## config.mk

```make
export PLATFORM = sky130hd
export DESIGN_NAME = piso_serial_tx
export DESIGN_NICKNAME = d
export VERILOG_FILES = /design/src/rtl/tx_pkg.sv /design/src/rtl/bit_tick_gen.sv /design/src/rtl/piso_serial_tx.sv
export SDC_FILE = /design/constraint.sdc
export NUM_CORES = 1
export LEC_CHECK = 0
export BUFFER_PORTS_ARGS = -buffer_cell sky130_fd_sc_hd__buf_2
export CORE_AREA = 2 2 45 47
export CTS_CLUSTER_SIZE = 20
export DETAILED_ROUTE_END_ITERATION = 10
export DIE_AREA = 0 0 47 49
export HOLD_SLACK_MARGIN = 0.08
export PLACE_DENSITY_LB_ADDON = 0.25
export RECOVER_POWER = 100
export SLEW_MARGIN = 20
export SYNTH_ARGS = -nofsm -noshare
export SYNTH_HDL_FRONTEND = slang
export SYNTH_SLANG_ARGS = --single-unit
```

## constraint.sdc

```tcl
create_clock -name clk -period 2.09 [get_ports clk]
set_input_delay 0.209 -clock clk [delete_from_list [all_inputs] [get_ports clk]]
set_output_delay 0.209 -clock clk [all_outputs]
set_load 0.05 [all_outputs]
```

## src/rtl/tx_pkg.sv

```systemverilog
// Shared definitions for the framed parallel-in/serial-out transmitter.
//   tx_state_t : frame sequencing states
//   *_LEVEL    : serial line levels for idle, start and stop bits
//   line_level : serial line level for a given state and current data bit
package tx_pkg;

  typedef enum logic [1:0] {
    IDLE,
    START,
    DATA,
    STOP
  } tx_state_t;

  localparam logic IDLE_LEVEL  = 1'b1;
  localparam logic START_LEVEL = 1'b0;
  localparam logic STOP_LEVEL  = 1'b1;

  function automatic logic line_level(input tx_state_t state, input logic data_bit);
    logic level;
    level = IDLE_LEVEL;
    unique case (state)
      IDLE:    level = IDLE_LEVEL;
      START:   level = START_LEVEL;
      DATA:    level = data_bit;
      STOP:    level = STOP_LEVEL;
      default: level = IDLE_LEVEL;
    endcase
    return level;
  endfunction

endpackage

```

## src/rtl/bit_tick_gen.sv

```systemverilog
// Bit-period timer for the serial transmitter.
//   clk     : clock, counts on posedge
//   reset_n : asynchronous active-low reset
//   clear   : hold the counter at zero (used while the line is idle)
//   tick    : high on the last cycle of each CLKS_PER_BIT-cycle bit period
module bit_tick_gen #(
  parameter int unsigned CLKS_PER_BIT = 4
) (
  input  logic clk,
  input  logic reset_n,
  input  logic clear,
  output logic tick
);

  localparam int unsigned CNT_W = (CLKS_PER_BIT > 1) ? $clog2(CLKS_PER_BIT) : 1;
  localparam logic [CNT_W-1:0] LAST_CNT = CNT_W'(CLKS_PER_BIT - 1);

  logic [CNT_W-1:0] cnt_q, cnt_d;

  assign tick = (cnt_q == LAST_CNT);

  // Wrapping at LAST_CNT keeps the counter inside its width for any CLKS_PER_BIT.
  always_comb begin
    cnt_d = cnt_q;
    if (clear || tick) begin
      cnt_d = '0;
    end else begin
      cnt_d = cnt_q + CNT_W'(1);
    end
  end

  always_ff @(posedge clk or negedge reset_n) begin
    if (!reset_n) begin
      cnt_q <= '0;
    end else begin
      cnt_q <= cnt_d;
    end
  end

endmodule

```

## src/rtl/piso_serial_tx.sv

```systemverilog
// Framed parallel-in/serial-out transmitter.
// Sends each accepted word as: start bit (0), DATA_W data bits, stop bit (1), every bit held
// for CLKS_PER_BIT cycles. All outputs come straight from flops.
//   clk     : clock
//   reset_n : asynchronous active-low reset; aborts any frame in progress
//   d_in    : parallel word, latched on accept (d_valid && d_ready)
//   d_valid : producer has a word on d_in
//   d_ready : transmitter idle and able to accept a word
//   q_out   : serial line, idles high
//   busy    : frame in progress
//   done    : one-cycle pulse in the first idle cycle after a stop bit
module piso_serial_tx
  import tx_pkg::*;
#(
  parameter int unsigned DATA_W       = 8,
  parameter int unsigned CLKS_PER_BIT = 4,
  parameter bit          LSB_FIRST    = 1'b1
) (
  input  logic              clk,
  input  logic              reset_n,
  input  logic [DATA_W-1:0] d_in,
  input  logic              d_valid,
  output logic              d_ready,
  output logic              q_out,
  output logic              busy,
  output logic              done
);

  localparam int unsigned BIT_W = (DATA_W > 1) ? $clog2(DATA_W) : 1;
  localparam logic [BIT_W-1:0] LAST_BIT = BIT_W'(DATA_W - 1);

  tx_state_t         state_q, state_d;
  logic [DATA_W-1:0] shift_q, shift_d;
  logic [BIT_W-1:0]  bit_idx_q, bit_idx_d;
  logic              q_out_q, q_out_d;
  logic              d_ready_q, d_ready_d;
  logic              busy_q, busy_d;
  logic              done_q, done_d;
  logic              tick;
  logic              data_bit;

  bit_tick_gen #(
    .CLKS_PER_BIT (CLKS_PER_BIT)
  ) u_bit_tick_gen (
    .clk     (clk),
    .reset_n (reset_n),
    .clear   (state_q == IDLE),
    .tick    (tick)
  );

  always_comb begin
    state_d   = state_q;
    shift_d   = shift_q;
    bit_idx_d = bit_idx_q;
    unique case (state_q)
      IDLE: begin
        if (d_valid && d_ready_q) begin
          state_d   = START;
          shift_d   = d_in;
          bit_idx_d = '0;
        end
      end
      START: begin
        if (tick) begin
          state_d = DATA;
        end
      end
      DATA: begin
        if (tick) begin
          if (bit_idx_q == LAST_BIT) begin
            state_d = STOP;
          end else begin
            bit_idx_d = bit_idx_q + BIT_W'(1);
            shift_d   = LSB_FIRST ? (shift_q >> 1) : (shift_q << 1);
          end
        end
      end
      STOP: begin
        if (tick) begin
          state_d = IDLE;
        end
      end
      default: state_d = IDLE;
    endcase
  end

  // Outputs are registered from next-state values so the line changes on the same edge as
  // the state, keeping frame timing exact while still driving outputs from flops.
  always_comb begin
    data_bit  = LSB_FIRST ? shift_d[0] : shift_d[DATA_W-1];
    q_out_d   = line_level(state_d, data_bit);
    d_ready_d = (state_d == IDLE);
    busy_d    = (state_d != IDLE);
    done_d    = (state_q == STOP) && (state_d == IDLE);
  end

  always_ff @(posedge clk or negedge reset_n) begin
    if (!reset_n) begin
      state_q   <= IDLE;
      shift_q   <= '0;
      bit_idx_q <= '0;
      q_out_q   <= IDLE_LEVEL;
      d_ready_q <= 1'b1;
      busy_q    <= 1'b0;
      done_q    <= 1'b0;
    end else begin
      state_q   <= state_d;
      shift_q   <= shift_d;
      bit_idx_q <= bit_idx_d;
      q_out_q   <= q_out_d;
      d_ready_q <= d_ready_d;
      busy_q    <= busy_d;
      done_q    <= done_d;
    end
  end

  assign q_out   = q_out_q;
  assign d_ready = d_ready_q;
  assign busy    = busy_q;
  assign done    = done_q;

endmodule

```

# Word level (Yosys, flattened, before mapping)
# Index checks and enable logic that the tools add are counted.
[op_classes]
div = 0
n_eq_ne = 11
n_mux = 16
addsub = 2
n_bitwise = 0
order_cmp = 0
shift = 0
reduce_logical = 9
multipliers = 0
[ops]
columns = ["cell", "n"]
rows = [
  ["$mux W8", 3],
  ["$pmux W8 S2", 1],
  ["$mux W2", 6],
  ["$eq A2 B2 Y1 const B", 5],
  ["$mux W3", 3],
  ["$pmux W2 S4", 1],
  ["$pmux W3 S2", 1],
  ["$eq A2 B1 Y1 const B", 2],
  ["$logic_not A2 Y1", 2],
  ["$ne A2 B2 Y1 const B", 2],
  ["$reduce_and A4 Y1", 1],
  ["$reduce_bool A2 Y1", 2],
  ["$add A3 B1 Y3 const B", 1],
  ["$eq A3 B3 Y1 const B", 1],
  ["$pmux W1 S3", 1],
  ["$add A2 B1 Y2 const B", 1],
  ["$logic_and A1 B1 Y1", 2],
  ["$ne A2 B1 Y1 const B", 1],
  ["$reduce_or A2 Y1", 1],
  ["$logic_or A1 B1 Y1", 1],
]
[totals]
ram_bits = 0
mem_bits_ro = 0
regBits = 19
output_inout_bits = 4
memories = 0
latchBits = 0

# Depth between registers and ports, before layout
# Gate-level depths: netlist of run 1.
[logic_depth]
depth_word = 7
mapped_depth = 9

# Cells and area by module
# A second synthesis of run 1 with hierarchy kept.
[unflattened]
cells_unflattened = 77
hier_area_um2 = 903.4
[modules_own_cells]
columns = ["mod", "instances", "seq_area_each_um2", "area_per_inst_um2", "cells_each"]
rows = [
  ["piso_serial_tx", 1, 427.9, 818.3, 72],
  ["bit_tick_gen", 1, 50.0, 85.1, 5],
]

# Worst setup path after synthesis of run 1
# OpenSTA, ideal clock, no wires.
[synth_path]
path_kind = "reg2reg"
start = "register bit_idx_q[0]"
end = "register q_out_q, in the netlist q_out"
required_time_ps = 2018
setup_ps = 72
arrival_time_ps = 1761
n_path_buf = 0
stages_incl_launch_ff = 10
path_slack_ps = 257
cell_sequence = "dfrtp_1 ha_1 ha_1 nand3_1 o21ai_0 o21a_1 ha_1 nand2b_1 o41a_1 o21ai_1"
[synth_via]
elab_chain_cells = 7
[synth_lines]
columns = ["item", "line_no", "source"]
rows = [
  ["start: declaration", "piso_serial_tx.sv:34", "logic [BIT_W-1:0] bit_idx_q, bit_idx_d;"],
  ["start signal: assignment", "piso_serial_tx.sv:109", "bit_idx_q <= bit_idx_d;"],
  ["$eq A3 B3 Y1 (*)", "piso_serial_tx.sv:70", "if (bit_idx_q == LAST_BIT) begin"],
  ["$mux W2 (*)", "piso_serial_tx.sv:70", ""],
  ["$mux W2 (*)", "piso_serial_tx.sv:69", "if (tick) begin"],
  ["$pmux W2 S4 (*)", "piso_serial_tx.sv:55", "unique case (state_q)"],
  ["via state_d[0]", "piso_serial_tx.sv:32", "tx_state_t state_q, state_d;"],
  ["$eq A2 B2 Y1 or $logic_not A2 Y1 (tied branches)", "tx_pkg.sv:21", "unique case (state)"],
  ["$reduce_or A2 Y1 (no line)", "-", ""],
  ["$pmux W1 S3 (*)", "tx_pkg.sv:21", ""],
  ["via q_out_d", "piso_serial_tx.sv:35", "logic q_out_q, q_out_d;"],
  ["end signal: assignment", "piso_serial_tx.sv:110", "q_out_q <= q_out_d;"],
  ["end: declaration", "piso_serial_tx.sv:35", ""],
]
# The timed path passes the listed nets; every way through them passes the cells marked *. The select of a mux whose other input is x is not followed.
# A chain may end at the register's enable or synchronous reset.

# Worst setup path in the final report of run 1
[layout_path]
start = "register bit_idx_q[0]"
end = "register shift_q[3]"
[layout_via]
elab_chain_cells = 3
[layout_lines]
columns = ["item", "line_no", "source"]
rows = [
  ["$eq A3 B3 Y1", "piso_serial_tx.sv:70", ""],
  ["$ne A2 B2 Y1 (no line)", "-", ""],
  ["$reduce_and A4 Y1 (no line)", "-", ""],
  ["end signal: assignment", "piso_serial_tx.sv:108", "shift_q <= shift_d;"],
  ["end: declaration", "piso_serial_tx.sv:33", "logic [DATA_W-1:0] shift_q, shift_d;"],
]
# Every way passes these cells.

==> results of run 1 <==
-- power breakdown --
group          internal (mW)  total [mW]  switching, mW
registers              0.552       0.654          0.103
clock network         0.0715       0.187          0.116
logic                  0.264       0.634          0.370
total                  0.887        1.48          0.589
-- per-layer routing --
layer / vias to the layer above / part of all wire, % / track usage (%)
met5: - / 0 / 0
met4: 0 / 2.8 / 8.333
met3: 5 / 3.3 / 3.333
met2: 9 / 47 / 22.60
met1: 296 / 47 / 20.38
li1: 303 / - / -
-- metrics by stage --
step | total power [mW] | std cells | cell area (µm²) | setup slack (ns)
floorplan | 1.175 | 77 | 904.6 | 0.2567
global placement | 1.279 | 117 | 992.2 | 0.2004
detailed placement | 1.308 | 117 | 992.2 | 0.1119
CTS | 1.501 | 122 | 1030 | 0.07741
global route | 1.598 | 122 | 1020 | 0.005322
finish | 1.476 | 122 | 1020 | 0.1463
-- path summary, 6_finish.rpt --
| path | endpoint | slack, ns | depth (start not counted) |
|---|---|---|---|
| setup / recovery | shift_q[3]$_DFFE_PN0P_ | 0.15 | 6 |
| hold / removal | shift_q[5]$_DFFE_PN0P_ | 0.13 | 3 |
| setup reg to reg | shift_q[3]$_DFFE_PN0P_ | 0.15 | 6 |
| hold reg to reg | u_bit_tick_gen.cnt_q[0]$_DFF_PN0_ | 0.45 | 1 |
| max in group asynchronous | bit_idx_q[0]$_DFFE_PN0P_ | 0.89 | 2 |
| min in group asynchronous | bit_idx_q[1]$_DFFE_PN0P_ | 0.59 | 2 |
-- sequential cells by signal, indices dropped and copies added (netlist names) --
register	count
state_q	2
q_out	1
busy	1
shift_q	8
done	1
d_ready	1
u_bit_tick_gen.cnt_q	2
bit_idx_q	3
-- kinds of logic after synthesis --
family                   share of synthesized area, %
AO/OA/AOI/OAI                                   16.32
XOR/XNOR                                       0.9684
adder cells (fa/ha/maj)                         8.299
buffers and inverters                           8.437
flip-flops                                      52.84
multiplexers                                    1.245
AND/OR/NAND/NOR                                 11.90
-- worst max-delay path: stages, from the launching register on --
cell	delay (ns)
dfrtp_1	0.40
ha_1	0.20
ha_1	0.19
and4bb_1	0.56
or2_0	0.24
buf_4	0.18
o21ai_1	0.06
-- repair_timing --
item,in CTS,in global routing
endpoints found under the hold margin,17,0
hold buffers,1,0
endpoints found under the setup margin,0,1
resized for setup,0,2
-- area by class of cell --
cell class	count	area [µm²]	area share, %
Clock buffer	3	22.52	2.209
Clock inverter	1	5.005	0.4908
Inverter	10	37.54	3.681
Multi-Input combinational cell	44	346.6	33.99
Sequential cell	19	478.0	46.87
Tap cell	27	33.78	3.313
Timing Repair Buffer	18	96.34	9.448
-- cells in the final DEF, fill, tap and decap left out --
cell           netlist  layout
nand4b_1             1       1
nand2b_1             2       2
or2_0                1       1
nand3_1              1       1
xnor2_1              1       1
dfrtp_1             17      17
nor4bb_4             1       1
inv_1               10      10
a22o_1               2       2
buf_2                1       9
dfstp_2              2       2
a22oi_1              7       7
nor2_1               2       2
o21ai_2              1       1
ha_1                 6       6
nand2_1              2       2
clkinv_2             0       1
and3_1               1       1
and4bb_1             0       1
o21a_1               1       1
mux2_2               1       1
buf_4                0       3
nor3_1               1       1
clkbuf_4             0       3
dlygate4sd3_1        0       1
clkbuf_1             0       5
o41a_1               1       1
nor3b_1              1       1
o21ai_1              8      10
==> flow_summary.json, run 1 <==
{
  "io_pins": 15,
  "rsz0062_at_grt": "false",
  "crit_fanout": 13,
  "synth.top_cell.area_share_pct": 47.03,
  "period_share_pct": 93.00,
  "ir_drop_v": 0.0005684,
  "synth.avg_cell_area_um2": 11.75,
  "worstMarginPinSlew_ns": 1.023,
  "finalMaxSlewViolations": 0,
  "antenna_left": 0,
  "synth_ff_type": "dfrtp_1",
  "yosysTopAreaCell": "dfrtp_1",
  "synth_async_sr_flop_share_pct": 100.0,
  "ys_ff_latch": 19,
  "numCtsBuffers": 3,
  "cts_setup_buffers": 0,
  "diodes": 0,
  "synthTopCellsByCount": "17 x dfrtp_1, 10 x inv_1, 8 x o21ai_1",
  "maxSlewHeadroom_pct": 31.81,
  "synth_nets": 94,
  "r2r_start": "bit_idx_q[0]$_DFFE_PN0P_",
  "yosys_warnings": 0,
  "grt_pass1_wl_um": 2525,
  "dieArea_um2": 2303,
  "fmax_mhz": 514.5,
  "clockRootBuffer": "clkbuf_4",
  "hold_slack_ns": 0.1296,
  "routed_wirelength_um": 1492,
  "coreArea_um2": 1842,
  "synth.area.top_cells": "dfrtp_1 47%, ha_1 8.3%, a22oi_1 5.8%",
  "synthesis.area_um2": 904.6,
  "grt_pass1_vias": 593,
  "outcome": "finished clean",
  "yosysMostFrequentCell": "dfrtp_1",
  "fin_crit_ns": 1.944,
  "track_usage_pct": 15.33,
  "drcViolationCount": 0,
  "initial_utilization_pct": 49.12,
  "maxCapViolCount": 0,
  "firstDrtPassIters": 4,
  "leakage_nw": 0.4826,
  "hold_viol": 0,
  "synth-edff-count": 0,
  "finalSetupTns_ns": 0,
  "grt_max_degree": 20,
  "setup.worst_path.start_class": "register",
  "fin_nets": 113,
  "finClkSkew_ns": 0.004693,
  "dr.first_iter.drc_count": 24,
  "via_per_inst": 5.025,
  "final_util_pct": 55.37,
  "die_w_um": 47,
  "cp-end-kind": "register",
  "arrival_ns": 2.14,
  "clkSinkCount": 19,
  "area_growth_pct": 12.72,
  "grt_overflow": 0,
  "powerDensity_nw_per_um2": 1447,
  "hpwl_um": 1066,
  "synthCells": 77,
  "cp-startpoint": "bit_idx_q[0]$_DFFE_PN0P_",
  "final.fill_count": 181,
  "via_count": 613,
  "hp-start": "d_in[5]",
  "cp_data_required_time_ns": 2.29,
  "worstSetupPathType": "reg -> reg",
  "gp_congestion": 0.7464,
  "io_buffers": 14,
  "clkLatencyLatePin_ns": 0.30,
  "rows": 16,
  "min_path_type": "in -> reg",
  "die_height_um": 49,
  "post_drt_wl_per_cell_um": 12.23,
  "setup_viol": 0,
  "cts_buffer_depth": 2,
  "yosys.cell_types.count": 26,
  "ys_seq_area_share_pct": 52.84,
  "antenna_found_initial": 0,
  "cts_tree": "yes",
  "path_clk_slew_ns": 0.11,
  "drive_gt1_share_pct": 22.11,
  "htreeDepth": 1
}
(Power assumes the default switching activity.)
==> run 2: changes to the inputs <==
==> constraint.sdc (replaced) <==
create_clock -name clk -period 2.09 [get_ports clk]
set_input_delay 0.209 -clock clk [delete_from_list [all_inputs] [get_ports clk]]
set_output_delay 0.209 -clock clk [all_outputs]
set_load 0.005 [all_outputs]
==> flow_summary.json, run 2 (same netlist as run 1, synthesis figures left out) <==
{
  "outcome": "finished clean",
  "dp.cells": 117,
  "p_seq_share_pct": 47.4,
  "final_common_cell": "dfrtp_1",
  "cts_tree": "yes",
  "switching_share_pct": 35.11,
  "regMostFlops": "shift_q",
  "clkSinkCount": 19,
  "ir_drop_v": 0.0005260,
  "via_per_inst": 5.025,
  "routed_wirelength_um": 1493,
  "leakage_nw": 0.4955,
  "die_w_um": 47,
  "period_share_pct": 93.01,
  "finClkSkew_ns": 0.004536,
  "drcViolationCount": 0,
  "grt_max_degree": 20,
  "comb_power_share_pct": 39.0,
  "fin_nets": 113,
  "diodes": 0,
  "gp_congestion": 0.7464,
  "drive_gt1_share_pct": 25.26,
  "coreArea_um2": 1842,
  "grt_pass1_wl_um": 2525,
  "clkPwrFrac_pct": 13.6,
  "initial_utilization_pct": 49.12,
  "finalMaxSlewViolations": 0,
  "fin_crit_ns": 1.944,
  "grt_pass1_vias": 593,
  "post_drt_wl_per_cell_um": 12.24,
  "firstDrtPassIters": 4,
  "track_usage_pct": 15.33,
  "setup_viol": 0,
  "finalSetupTns_ns": 0,
  "htreeDepth": 1,
  "fmax_mhz": 514.4,
  "setup.worst_path.start_class": "register",
  "crit_fanout": 13,
  "intPower_mw": 0.8921,
  "antenna_found_initial": 0,
  "io_pins": 15,
  "rsz0062_at_grt": "false",
  "clockRootBuffer": "clkbuf_4",
  "dieArea_um2": 2303,
  "switchingPower_mw": 0.4826,
  "arrival_ns": 2.14,
  "powerDensity_nw_per_um2": 1342,
  "via_count": 613,
  "largest_reg_flops": 8,
  "rows": 16,
  "clkLatencyLatePin_ns": 0.30,
  "cts_buffer_depth": 2,
  "worstMarginPinSlew_ns": 1.023,
  "antenna_left": 0,
  "maxSlewHeadroom_pct": 31.80,
  "fin_cells": 122,
  "numCtsBuffers": 3,
  "largest_registers": "shift_q x8, bit_idx_q x3",
  "hpwl_um": 1066,
  "min_path_type": "in -> reg",
  "area_growth_pct": 13.28,
  "die_height_um": 49,
  "dr.first_iter.drc_count": 25,
  "cp-end-kind": "register",
  "final_cell_mix": "17 x dfrtp_1, 13 x buf_2, 10 x o21ai_1, 10 x inv_1, 7 x a22oi_1",
  "path_clk_slew_ns": 0.11,
  "maxCapViolCount": 0,
  "hold_viol": 0,
  "cp_data_required_time_ns": 2.29,
  "worstSetupPathType": "reg -> reg",
  "grt_overflow": 0,
  "io_buffers": 14
}
==> run 2: worst paths after layout <==
kind	start	endpoint	slack, ns	depth (start not counted)
worst max-delay path	bit_idx_q[0]$_DFFE_PN0P_	shift_q[3]$_DFFE_PN0P_	0.15	6
min in group asynchronous	reset_n	bit_idx_q[1]$_DFFE_PN0P_	0.59	2
worst max register to register	bit_idx_q[0]$_DFFE_PN0P_	shift_q[3]$_DFFE_PN0P_	0.15	6
worst min register to register	u_bit_tick_gen.cnt_q[0]$_DFF_PN0_	u_bit_tick_gen.cnt_q[0]$_DFF_PN0_	0.45	1
max in group asynchronous	reset_n	bit_idx_q[0]$_DFFE_PN0P_	0.89	2
worst min-delay path	d_in[5]	shift_q[5]$_DFFE_PN0P_	0.13	3
==> run 2: critical path, stage by stage (launching register included) <==
cell and delay, ns:
dfrtp_1 0.40, ha_1 0.20, ha_1 0.19, and4bb_1 0.56
or2_0 0.24, buf_4 0.18, o21ai_1 0.06
==> run 2: layer usage <==
metal | GRT usage, % | share of wire (%)
met5 | 0 | 0
met4 | 8.333 | 2.8
met3 | 3.333 | 3.2
met2 | 22.60 | 47
met1 | 20.38 | 47
==> run 2: final cells by class <==
type | count | area [µm²]
multi-input combinational | 44 | 346.6
inverter | 10 | 37.54
tap | 27 | 33.78
sequential | 19 | 478.0
timing repair buffer | 18 | 101.3
fill | 179 | 817.0
clock inverter | 1 | 5.005
clock buffer | 3 | 22.52
==> run 2: what timing repair did <==
action,CTS,global route
endpoints found under the setup margin,0,1
gates resized for setup,0,2
buffers inserted,0,0
hold buffers,1,0
hold endpoints to repair,17,0
==> run 2: metrics by stage <==
stage               cell area (µm²)  hold WS, ns  setup slack [ns]  power, mW  util, %
finish                         1025       0.1296            0.1460      1.375    55.64
global route                   1025       0.1140          0.005331      1.497    55.64
CTS                            1030       0.1215           0.07741      1.394    55.91
detailed placement            992.2       0.1730            0.1119      1.201    53.87
global placement              992.2       0.1657            0.2004      1.172    53.87
floorplan                     904.6     -0.08659            0.2567      1.067        -
==> run 2: power by group through the flow <==
stage | combinational (mW) | clock (mW) | sequential (mW)
finish | 0.536 | 0.188 | 0.651
CTS | 0.544 | 0.196 | 0.654
global placement | 0.518 | 0 | 0.654
detailed placement | 0.539 | 0 | 0.662
floorplan | 0.427 | 0 | 0.640
global route | 0.607 | 0.217 | 0.673
